--- config.mk ---
export PLATFORM = sky130hd
export DESIGN_NAME = johnson_phase_monitor
export DESIGN_NICKNAME = d
export VERILOG_FILES = /design/src/rtl/johnson_phase_monitor_pkg.sv /design/src/rtl/johnson_phase_monitor_decode.sv /design/src/rtl/johnson_phase_monitor.sv
export SDC_FILE = /design/constraint.sdc
export NUM_CORES = 1
export LEC_CHECK = 0
export CORE_MARGIN = 4
export CORE_UTILIZATION = 35
export DETAILED_ROUTE_END_ITERATION = 10
export PLACE_DENSITY = 0.62
export SLEW_MARGIN = 20
export SYNTH_ARGS = -nofsm -noshare
export SYNTH_HDL_FRONTEND = slang
export SYNTH_SLANG_ARGS = --single-unit
--- constraint.sdc ---
create_clock -name clk -period 9.1 [get_ports clk]
set_clock_uncertainty 0.15 [all_clocks]
set_input_delay 2.275 -clock clk [delete_from_list [all_inputs] [get_ports clk]]
set_output_delay 2.275 -clock clk [all_outputs]
set_load 0.03 [all_outputs]
--- src/rtl/johnson_phase_monitor_pkg.sv ---
// Shared definitions for consumers of the 4-bit Johnson up/down counter.
//   - jcode_of(): the legal Johnson code for each phase index 0..7
//   - ST_*: FSM state encoding of the phase monitor (IDLE, ACQ, LOCKED, FAULT)
//   - tclass_t: classification of one sampled transition
package johnson_phase_monitor_pkg;

  localparam logic [1:0] ST_IDLE   = 2'd0;
  localparam logic [1:0] ST_ACQ    = 2'd1;
  localparam logic [1:0] ST_LOCKED = 2'd2;
  localparam logic [1:0] ST_FAULT  = 2'd3;

  typedef enum logic [2:0] {
    TC_HOLD = 3'd0,
    TC_UP   = 3'd1,
    TC_DOWN = 3'd2,
    TC_JUMP = 3'd3,
    TC_BAD  = 3'd4
  } tclass_t;

  // Legal Johnson code for a given phase; the twisted ring fills with ones
  // from the MSB, then empties from the MSB.
  function automatic logic [3:0] jcode_of(input logic [2:0] p);
    logic [3:0] c;
    case (p)
      3'd0:    c = 4'b0000;
      3'd1:    c = 4'b1000;
      3'd2:    c = 4'b1100;
      3'd3:    c = 4'b1110;
      3'd4:    c = 4'b1111;
      3'd5:    c = 4'b0111;
      3'd6:    c = 4'b0011;
      default: c = 4'b0001;
    endcase
    return c;
  endfunction

endpackage

--- src/rtl/johnson_phase_monitor_decode.sv ---
// Combinational Johnson decoder: 4-bit code -> {valid, phase[2:0]}.
// Ports:
//   code  in  [3:0] Johnson code, bit 3 = MSB
//   valid out       code is one of the 8 legal codes
//   phase out [2:0] decoded phase index (0 when invalid)
module johnson_decode
  import johnson_phase_monitor_pkg::*;
(
  input  logic [3:0] code,
  output logic       valid,
  output logic [2:0] phase
);

  always_comb begin
    valid = 1'b0;
    phase = 3'd0;
    for (int i = 0; i < 8; i++) begin
      if (code == jcode_of(3'(i))) begin
        valid = 1'b1;
        phase = 3'(i);
      end
    end
  end

endmodule

--- src/rtl/johnson_phase_monitor.sv ---
// Johnson phase monitor: samples the counter code, decodes it to a phase,
// classifies each transition and reports step/wrap/direction events, a wrap
// count, lock status and a sticky illegal flag. Two-clock latency from jq to
// the registered outputs (jq -> jq_r -> outputs).
// Ports:
//   clk         in        system clock, rising edge
//   clr         in        asynchronous active-high reset
//   jq          in  [3:0] Johnson code from the counter
//   phase       out [2:0] decoded phase index
//   phase_valid out       phase holds a legally decoded code
//   step        out       one-cycle pulse on a +1/-1 move
//   dir         out       direction of last move (1 = up)
//   wrap        out       one-cycle pulse on 7->0 up or 0->7 down
//   cyc_cnt     out [CW-1:0] wrap count modulo 2^CW
//   lock        out       FSM is in LOCKED
//   illegal     out       sticky: illegal code or illegal jump seen
//   fsm_state   out [1:0] debug view of the FSM state register
module johnson_phase_monitor
  import johnson_phase_monitor_pkg::*;
#(
  parameter int LOCK_N = 4,
  parameter int CW     = 8
) (
  input  logic          clk,
  input  logic          clr,
  input  logic [3:0]    jq,
  output logic [2:0]    phase,
  output logic          phase_valid,
  output logic          step,
  output logic          dir,
  output logic          wrap,
  output logic [CW-1:0] cyc_cnt,
  output logic          lock,
  output logic          illegal,
  output logic [1:0]    fsm_state
);

  logic [3:0] jq_r;
  logic [1:0] state, state_nx;
  logic [3:0] rc, rc_nx;
  logic       have_prev;

  logic       d_valid;
  logic [2:0] d_phase;
  logic [2:0] delta;
  tclass_t    tclass;
  logic       track;
  logic       is_move;
  logic       is_up;
  logic       wrap_now;

  johnson_decode u_decode (
    .code  (jq_r),
    .valid (d_valid),
    .phase (d_phase)
  );

  // Modulo-8 distance from the registered phase decides the class.
  always_comb begin
    delta = d_phase - phase;
    if (!d_valid)          tclass = TC_BAD;
    else if (delta == 3'd0) tclass = TC_HOLD;
    else if (delta == 3'd1) tclass = TC_UP;
    else if (delta == 3'd7) tclass = TC_DOWN;
    else                   tclass = TC_JUMP;
  end

  // Transitions are only judged against a phase we actually hold; IDLE and
  // FAULT treat any legal code as a fresh load instead.
  assign track    = have_prev && ((state == ST_ACQ) || (state == ST_LOCKED));
  assign is_move  = track && ((tclass == TC_UP) || (tclass == TC_DOWN));
  assign is_up    = (tclass == TC_UP);
  assign wrap_now = is_move && (is_up ? (phase == 3'd7) : (phase == 3'd0));

  always_comb begin
    state_nx = state;
    rc_nx    = rc;
    if (!track) begin
      if (d_valid) begin
        state_nx = ST_ACQ;
        rc_nx    = 4'd0;
      end
    end else begin
      case (tclass)
        TC_UP, TC_DOWN: begin
          if (state == ST_ACQ) begin
            rc_nx = rc + 4'd1;
            if (rc_nx == 4'(LOCK_N)) state_nx = ST_LOCKED;
          end
        end
        TC_JUMP, TC_BAD: begin
          state_nx = ST_FAULT;
          rc_nx    = 4'd0;
        end
        default: ;
      endcase
    end
  end

  always_ff @(posedge clk or posedge clr) begin
    if (clr) begin
      jq_r        <= 4'b0000;
      state       <= ST_IDLE;
      rc          <= 4'd0;
      have_prev   <= 1'b0;
      phase       <= 3'd0;
      phase_valid <= 1'b0;
      step        <= 1'b0;
      dir         <= 1'b1;
      wrap        <= 1'b0;
      cyc_cnt     <= '0;
      lock        <= 1'b0;
      illegal     <= 1'b0;
    end else begin
      jq_r  <= jq;
      state <= state_nx;
      rc    <= rc_nx;
      lock  <= (state_nx == ST_LOCKED);
      step  <= is_move;
      wrap  <= wrap_now;

      if (is_move) begin
        phase <= d_phase;
        dir   <= is_up;
      end

      if (wrap_now) begin
        if (is_up) cyc_cnt <= cyc_cnt + CW'(1);
        else       cyc_cnt <= cyc_cnt - CW'(1);
      end

      // Fresh load from IDLE or FAULT: no step, no direction change.
      if (!track && d_valid) begin
        phase       <= d_phase;
        phase_valid <= 1'b1;
        have_prev   <= 1'b1;
      end

      if ((state_nx == ST_FAULT) || (!track && !d_valid)) phase_valid <= 1'b0;

      if ((tclass == TC_BAD) || (track && (tclass == TC_JUMP))) illegal <= 1'b1;
    end
  end

  assign fsm_state = state;

endmodule

==> results of run 1 <==
==> power by group <==
group | leakage [µW] | switching, µW | internal [µW]
Clock | 0.0000228 | 37.5 | 31.4
Combinational | 0.000546 | 242 | 197
Sequential | 0.000348 | 34.4 | 156
==> flip-flops by register name, summed over array words and instances, names as in the netlist, 2 cells and up <==
register and count:
jq_r 4, rc 4, fsm_state 2, phase 3
cyc_cnt 8
==> through the flow <==
stage	instance area, µm²	cells	total power (µW)
final	2090	259	698
after global routing	2090	259	760
after CTS	2090	259	706
after detailed placement	2040	255	633
after global placement	2040	255	634
after floorplan	1740	167	516
==> logic make-up after synthesis <==
logic type,Yosys count
XOR/XNOR,11
multiplexers,14
AND/OR/NAND/NOR,53
buffers and inverters,14
adder cells (fa/ha/maj),12
flip-flops,28
AO/OA/AOI/OAI,35
==> critical path: stages, from the launching register on <==
cell and delay [ps]:
dfrtp_1 460, xor2_1 180, nand3_1 100, ha_1 140
inv_1 50, fa_1 430, xnor2_2 270, and4_1 250
o2111ai_1 430, fa_1 610, a21o_1 200, a21oi_1 220
o21bai_1 90, a21oi_1 180, xnor2_1 80, mux2_2 260
==> final timing paths <==
kind / startpoint / endpoint / slack (ps) / cells after the start
max in group asynchronous: clr / jq_r[0] / 6170 / 2
worst min register to register: cyc_cnt[7] / cyc_cnt[7] / 320 / 1
worst max register to register: jq_r[0] / cyc_cnt[6] / 4880 / 15
worst min-delay path: cyc_cnt[7] / cyc_cnt[7] / 320 / 1
worst max-delay path: jq_r[0] / cyc_cnt[6] / 4880 / 15
min in group asynchronous: clr / cyc_cnt[2] / 2220 / 2
==> cell type report <==
cell class	instances	area, µm²
multi-input cells	125	976
flip-flops and latches	28	702
inverters	11	41.3
well taps	67	83.8
clock buffers	4	45.0
fillers	473	2700
repair buffers	24	240
==> synth_stat cells (2+ instances only) <==
master	count	area share
a211oi_1	3	0.013
a21o_1	4	0.017
a21oi_1	6	0.017
and3_1	2	0.0072
dfrtp_1	27	0.39
fa_1	2	0.023
ha_1	10	0.072
inv_1	11	0.024
mux2_2	6	0.039
mux2_4	2	0.017
mux2i_1	6	0.034
nand2_1	13	0.028
nand2b_1	9	0.032
nand3_1	4	0.011
nor2_1	9	0.019
nor3_1	3	0.0086
o21ai_0	6	0.017
o22ai_1	2	0.0072
xnor2_1	7	0.035
xor2_1	2	0.010
==> routing by layer <==
layer | up-vias | wire length [µm]
li1 | 644 | -
met5 | - | 0
met2 | 20 | 1510
met1 | 588 | 1690
met3 | 5 | 95
met4 | 0 | 55
==> cells in the final DEF (no fill, tap or decap), types with 2 or more instances in the layout <==
cell and n:
nand2_1 13, a211oi_1 3, dfrtp_1 27, nand3_1 4, xnor2_1 7, nor3_1 3, mux2_2 6, clkdlybuf4s50_1 24
nand2b_1 9, mux2_4 2, nor2_1 9, xor2_1 2, inv_1 10, a21o_1 4, and3_1 2, clkbuf_8 3
o22ai_1 2, o21ai_0 6, fa_1 2, mux2i_1 6, a21oi_1 6, ha_1 10
==> run metrics, run 1 <==
DRC 0; Worst EP required 9120 ps; cts repair resizes 0; Main synth FF type dfrtp_1; EDFF count, synth 0; Max IR drop VDD 0.113 mV; hold-fix buffer count after cts 0; top achievable clock speed 237 MHz; post-synthesis cell count 167; xor and xnor area share after synthesis 0.0682; met3 usage 0.0161; layout overhead on the synthesized area 19.9%; Initial Utilization 0.364; synthesized area per cell 10.4 µm²; Slew @ Worst Pin 896 ps; Slew HR 0.402; Slew Limit Fails 0; cell area after synthesis 1740 µm²; Layout Utilization 0.436; PD cells 334 nW/µm²; Ys Warns 0; Final Hold Vio Count 0; multiplexer share of the synthesized area 0.0905; Setup TNS 0 ps; CP Class flip-flop to flip-flop; Lkg Pwr 0.000917 µW; maximum number of pins on one net before global-route repair 29; routed length per instance 13.0 µm; layout cells sized above 1 0.104; Site Rows 25; max-capacitance violation count 0; via total after detailed routing 1257; final period utilization 0.463; worst-skew pair later-pin latency 270 ps; drt total wl 3360 µm; post-placement setup slack 4870 ps; Synth Area in Adders 0.0948; Finish-stage setup viols 0; port bufs 24; RD Place Congestion 0.841; GR met2 Demand/Resource 0.177; I/O pin cnt 25; Setup Buffers After CTS 0; Post-synth ARST share 1.00; min Tclk post-route 4220 ps; Net Count, Synth 185; Most Crowded Layer GR met2; routed vias/inst 4.85; simple-gate portion of the synthesized area 0.167; status finished clean; Core Box Area 4790 µm²; ANT cells 0; #FFs+latches synth 28; TritonRoute pass-1 iters 4; Worst setup EP type flip-flop; startpoint type of the worst setup path flip-flop; clk sinks 28; Layout Nets 211; Hold Path Class flip-flop to flip-flop; GR Util met1 0.164; final worst slack 4880 ps; post-synthesis sequential area ratio 0.403; chip height 78.5 µm; CP Max Fanout 9; drt initial violations 58; CTS tree done; Synth Area in Compound Gates 0.140; GRT Total Usage 0.115; RSZ-0062 raised after global routing no; H-tree depth 1; root buf cell clkbuf_8; DP Wirelength 2580 µm; DIE AREA 6170 µm²; largest family of logic cells by synthesized area simple AND/OR/NAND/NOR gates; clk slew on worst S/H paths 100 ps; global route overflow 0; vias in the first global route 1212; first-pass GRT wire length 5730 µm; data arrival time of the critical path 4240 ps; Num CTS Buffers 3; Post-DRT Antenna Nets 0; Netlist cell types 53; hold_ws 323 ps; Die X 78.5 µm; initial antenna violation count 0; Max Buffers Root-to-Sink 2
No activity file was read; power rests on OpenSTA's default activity.
==> run 2, diff against run 1 <==
--- a/config.mk
+++ b/config.mk
@@ -8,7 +8,7 @@
 export CORE_MARGIN = 4
 export CORE_UTILIZATION = 35
 export DETAILED_ROUTE_END_ITERATION = 10
-export PLACE_DENSITY = 0.62
+export PLACE_DENSITY = 0.64
 export SLEW_MARGIN = 20
 export SYNTH_ARGS = -nofsm -noshare
 export SYNTH_HDL_FRONTEND = slang
==> constraint.sdc (replaced) <==
create_clock -name clk -period 3.85 [get_ports clk]
set_clock_uncertainty 0.15 [all_clocks]
set_input_delay 0.9625 -clock clk [delete_from_list [all_inputs] [get_ports clk]]
set_output_delay 0.9625 -clock clk [all_outputs]
set_load 0.03 [all_outputs]
==> run metrics, run 2 (synthesized netlist as in run 1, its figures left out) <==
Die X 78.5 µm (unchanged); RD Place Congestion 0.832 (-1.1%); switching pwr 786 µW (+150%); port bufs 24 (unchanged); r2r setup slk 210 ps (-4670 ps); Slew Limit Fails 0 (unchanged); Pint 1030 µW (+170%); Max IR drop VDD 0.406 mV (+260%); Site Rows 25 (unchanged); Comb pwr share 0.626 (-0.003); FF+latch area 704 µm² (+0.36%); worst-skew pair later-pin latency 270 ps (about the same); ANT cells 0 (unchanged); Cell Area, Placed 2100 µm² (+2.9%); max-capacitance violation count 0 (unchanged); layout cells sized above 1 0.185 (+0.0808); clk slew on worst S/H paths 100 ps (about the same); startpoint type of the worst setup path flip-flop; clk sinks 28 (unchanged); DRC 0 (unchanged); global route overflow 0 (unchanged); first-pass GRT wire length 6170 µm (+7.7%); Setup TNS 0 ps (unchanged); Initial Utilization 0.364 (unchanged); PD cells 820 nW/µm² (+150%); drt total wl 3660 µm (+9.1%); Max Buffers Root-to-Sink 2 (unchanged); Layout Nets 219 (+3.8%); layout overhead on the synthesized area 27.3%; filler cell count 444 (-6.1%); Layout Utilization 0.463 (+0.0269); DP Wirelength 2780 µm (+7.8%); Regs by FF count cyc_cnt x8, jq_r x4, rc x4; data arrival time of the critical path 3650 ps (-590 ps); initial antenna violation count 0 (unchanged); Multi-input gate area 1020 µm² (+4.1%); max reg flops 8 (unchanged); routed length per instance 13.7 µm (+5.9%); vias in the first global route 1294 (+6.8%); chip height 78.5 µm (unchanged); most frequent cells in the layout dfrtp_1, clkdlybuf4s50_1, nand2_1; hold_ws 332 ps (+9.37 ps); Hold Path Class flip-flop to flip-flop; top achievable clock speed 275 MHz (+16%); Critical Path Max Stage Delay 410 ps (-200 ps); CP Class flip-flop to flip-flop; Sw Ratio 0.432 (-0.0177); clock power share 0.127 (+0.028); routed vias/inst 4.86 (about the same); final instance area 2220 µm² (+6.2%); Worst Setup SP jq_r[1]; DIE AREA 6170 µm² (unchanged); critical-path cell list nand2b_2 > nand3_1 > ha_1 > inv_1 > fa_2 > xnor2_2 > and4_4 > o2111ai_4 > fa_2 > a21o_1 > a21oi_1 > o21bai_1 > a21oi_1 > xnor2_1 > mux2_2; Final Hold Vio Count 0 (unchanged); Hold Crit Start dir; Critical-path top delay cell fa_2; Lkg Pwr 0.000972 µW (+6.0%); Worst setup EP type flip-flop; min Tclk post-route 3640 ps (-580 ps); CTS tree done; part of the power in registers 0.247 (-0.026); status finished clean; Core Box Area 4790 µm² (unchanged); GRT Total Usage 0.124 (+0.00943); Worst EP required 3870 ps (-5250 ps); root buf cell clkbuf_8; RSZ-0062 raised after global routing no; final period utilization 0.944 (+0.481); H-tree depth 1 (unchanged); maximum number of pins on one net before global-route repair 29 (unchanged); most common cell after layout, fill and taps aside dfrtp_1; via total after detailed routing 1297 (+3.2%); Slew HR 0.670 (+0.267); Slew @ Worst Pin 482 ps (-414 ps); Largest Register cyc_cnt; Num CTS Buffers 3 (unchanged); TritonRoute pass-1 iters 4 (unchanged); Post-DRT Antenna Nets 0 (unchanged); I/O pin cnt 25 (unchanged); CP Max Fanout 6 (-3); R2R Path Start jq_r[1]; drt initial violations 23 (-60%); Finish-stage setup viols 0 (unchanged)
run 2: power groups by stage:
| stage | logic (µW) | registers, µW | clock network, µW |
|---|---|---|---|
| 2_1_floorplan | 655 | 571 | 0 |
| 3_3_place_gp | 1080 | 454 | 0 |
| 3_5_place_dp | 1080 | 453 | 0 |
| 4_1_cts | 1090 | 448 | 237 |
| 5_1_grt | 1240 | 461 | 249 |
| 6_report | 1140 | 449 | 230 |
run 2: through the flow:
stage	worst slack [ps]	total power [µW]	std cells
CTS	46.4	1780	266
global route	13.6	1950	267
finish	214	1820	267
global placement	174	1530	262
detailed placement	90.3	1530	262
floorplan	102	1230	167
run 2: final timing paths:
path / to / depth (start not counted)
worst max-delay path: cyc_cnt[6] / 15
worst max register to register: cyc_cnt[6] / 15
max in group asynchronous: dir / 3
min in group asynchronous: cyc_cnt[5] / 3
worst min-delay path: dir / 2
worst min register to register: dir / 2
run 2: worst max-delay path: cells and delay by family, from the launching register on:
kind	cells	cell delay [ps]
simple gates	3	610
buf+inv	1	50
xor+xnor	2	320
mux	1	250
flops	1	390
compound gates	5	830
fa+ha+maj	3	930
run 2: final cells by class:
class / instances / share of cell area
Multi-Input combinational cell: 125 / 0.458
Sequential cell: 28 / 0.318
Timing Repair Buffer: 32 / 0.135
Tap cell: 67 / 0.0378
Clock buffer: 3 / 0.0186
Inverter: 11 / 0.0186
Clock inverter: 1 / 0.0135
run 2: layer usage:
layer | global-route usage | up-vias | share of wire
met1 | 0.167 | 615 | 0.49
met5 | 0 | - | 0
met2 | 0.203 | 13 | 0.47
met3 | 0.0275 | 2 | 0.021
met4 | 0.0315 | 0 | 0.011
li1 | - | 667 | -
run 2: what timing repair did:
item / in CTS / in global routing
endpoints found under the setup margin: 0 / 3
hold buffers: 0 / 0
hold endpoints to repair: 0 / 0
buffers inserted: 0 / 1
resized for setup: 0 / 9
==> run 3, diff against run 2 <==
--- a/config.mk
+++ b/config.mk
@@ -6,9 +6,9 @@
 export NUM_CORES = 1
 export LEC_CHECK = 0
 export CORE_MARGIN = 4
-export CORE_UTILIZATION = 35
+export CORE_UTILIZATION = 49
 export DETAILED_ROUTE_END_ITERATION = 10
-export PLACE_DENSITY = 0.64
+export PLACE_DENSITY = 0.83
 export SLEW_MARGIN = 20
 export SYNTH_ARGS = -nofsm -noshare
 export SYNTH_HDL_FRONTEND = slang
==> run metrics, run 3 (synthesized netlist as in run 1, its figures left out) <==
Layout Nets 216 (-1.4%); RSZ-0062 raised after global routing yes; data arrival time of the critical path 3810 ps (+160 ps); Max IR drop VDD 0.469 mV (+15%); port bufs 24 (unchanged); top achievable clock speed 269 MHz (-2.1%); DRC 0 (unchanged); Slew Limit Fails 0 (unchanged); most frequent cells in the layout dfrtp_1, clkdlybuf4s50_1, nand2_1; CP Class flip-flop to flip-flop; Largest Register cyc_cnt; Critical Path Max Stage Delay 490 ps (+80 ps); layout overhead on the synthesized area 24.2%; DIE AREA 4570 µm² (-26%); Slew HR 0.480 (-0.189); status finished clean; Die X 67.6 µm (-14%); root buf cell clkbuf_4; Lkg Pwr 0.000957 µW (-1.5%); critical-path cell list nand2b_1 > nand3_1 > ha_1 > inv_1 > fa_2 > xnor2_4 > a31oi_2 > o2111ai_4 > buf_4 > ha_1 > o21ai_0 > nor2_1 > o21a_1 > nor2_1 > xnor2_1 > mux2_2; initial antenna violation count 0 (unchanged); vias in the first global route 1415 (+9.4%); RD Place Congestion 0.874 (+5.1%); CTS tree done; Num CTS Buffers 3 (unchanged); Site Rows 21 (-16%); layout cells sized above 1 0.168 (-0.0175); I/O pin cnt 25 (unchanged); Finish-stage setup viols 0 (unchanged); worst-skew pair later-pin latency 340 ps (+70 ps); GRT Total Usage 0.182 (+0.0577); Regs by FF count cyc_cnt x8, jq_r x4, rc x4; maximum number of pins on one net before global-route repair 22 (-24%); Final Hold Vio Count 0 (unchanged); max reg flops 8 (unchanged); chip height 67.6 µm (-14%); Hold Path Class flip-flop to flip-flop; Core Box Area 3390 µm² (-29%); clk slew on worst S/H paths 160 ps (+60 ps); DP Wirelength 2820 µm (+1.3%); startpoint type of the worst setup path flip-flop; ANT cells 0 (unchanged); routed vias/inst 5.51 (+13%); clk sinks 28 (unchanged); drt initial violations 54 (+130%); Worst setup EP type flip-flop; PD cells 835 nW/µm² (+1.8%); routed length per instance 15.3 µm (+12%); Layout Utilization 0.638 (+0.175); Worst EP required 3940 ps (+70 ps); post-placement setup slack 58.7 ps (-31.6 ps); Post-DRT Antenna Nets 0 (unchanged); Critical-path top delay cell dfrtp_2; hold_ws 337 ps (+4.26 ps); TritonRoute pass-1 iters 4 (unchanged); Initial Utilization 0.514 (+0.150); drt total wl 3730 µm (+1.8%); max-capacitance violation count 0 (unchanged); Slew @ Worst Pin 779 ps (+297 ps); most common cell after layout, fill and taps aside dfrtp_1; final instance area 2160 µm² (-2.4%); min Tclk post-route 3710 ps (+76.2 ps); final worst slack 138 ps (-76.2 ps); via total after detailed routing 1339 (+3.2%); hold-fix buffer count after cts 0 (unchanged); first-pass GRT wire length 6330 µm (+2.7%); H-tree depth 1 (unchanged); Max Buffers Root-to-Sink 2 (unchanged); Cell Area, Placed 2060 µm² (-2.0%); CP Max Fanout 7 (+1); final period utilization 0.964 (+0.0198); global route overflow 0 (unchanged)
run 3: cell count changes in the layout (fill, tap and decap cells not counted):
cell	before	now
buf_4	8	5
nand2b_4	0	1
fa_1	0	1
fa_2	2	1
nand2b_2	1	0
clkbuf_8	3	0
xnor2_4	0	1
clkbuf_4	0	3
xnor2_2	1	0
run 3: final cells by class:
cell class,instances,area [µm²]
Tap cell,46,57.6
Fill cell,265,1230
Inverter,11,41.3
Sequential cell,28,704
Multi-Input combinational cell,125,1030
Clock buffer,3,22.5
Timing Repair Buffer,29,278
Clock inverter,1,30.0
run 3: critical path: cells and delay by family (launching register included):
family / cells / cell delay [ps]
buffers and inverters: 2 / 250
AOI/OAI and AO/OA: 4 / 700
and+or+nand+nor: 4 / 580
muxes: 1 / 270
DFF: 1 / 490
adders and majority gates: 3 / 860
xor gates and xnor gates: 2 / 330
run 3: worst paths after layout:
path | depth (start not counted) | startpoint | slack [ps] | endpoint
worst max-delay path | 16 | jq_r[2] | 140 | cyc_cnt[5]
worst min-delay path | 2 | dir | 340 | dir
worst max register to register | 16 | jq_r[2] | 140 | cyc_cnt[5]
worst min register to register | 2 | dir | 340 | dir
max in group asynchronous | 3 | clr | 2040 | rc[3]
min in group asynchronous | 2 | clr | 900 | jq_r[2]
run 3: where the power goes:
group | leakage (µW) | internal, µW | switching, µW | total (µW)
logic | 0.000583 | 517 | 640 | 1160
clock network | 0.0000279 | 105 | 92.3 | 198
registers | 0.000346 | 368 | 83.3 | 452
run 3: per-layer routing:
layer  part of all wire  track usage  vias to the layer above
li1                   -            -                      660
met1               0.43        0.227                      644
met2               0.53        0.312                       31
met3              0.032       0.0399                        4
met4              0.010       0.0557                        0
met5                  0            0                        -
run 3: per-stage QoR:
step	std cells	total power [µW]	setup TNS, ps
2_1_floorplan	167	1230	0
3_3_place_gp	239	1490	0
3_5_place_dp	239	1550	0
4_1_cts	243	1750	0
5_1_grt	243	1950	-178
6_report	243	1810	0
run 3: repair_timing:
item,CTS,global route
buffers inserted,0,0
resized for setup,0,9
setup endpoints to repair,0,3
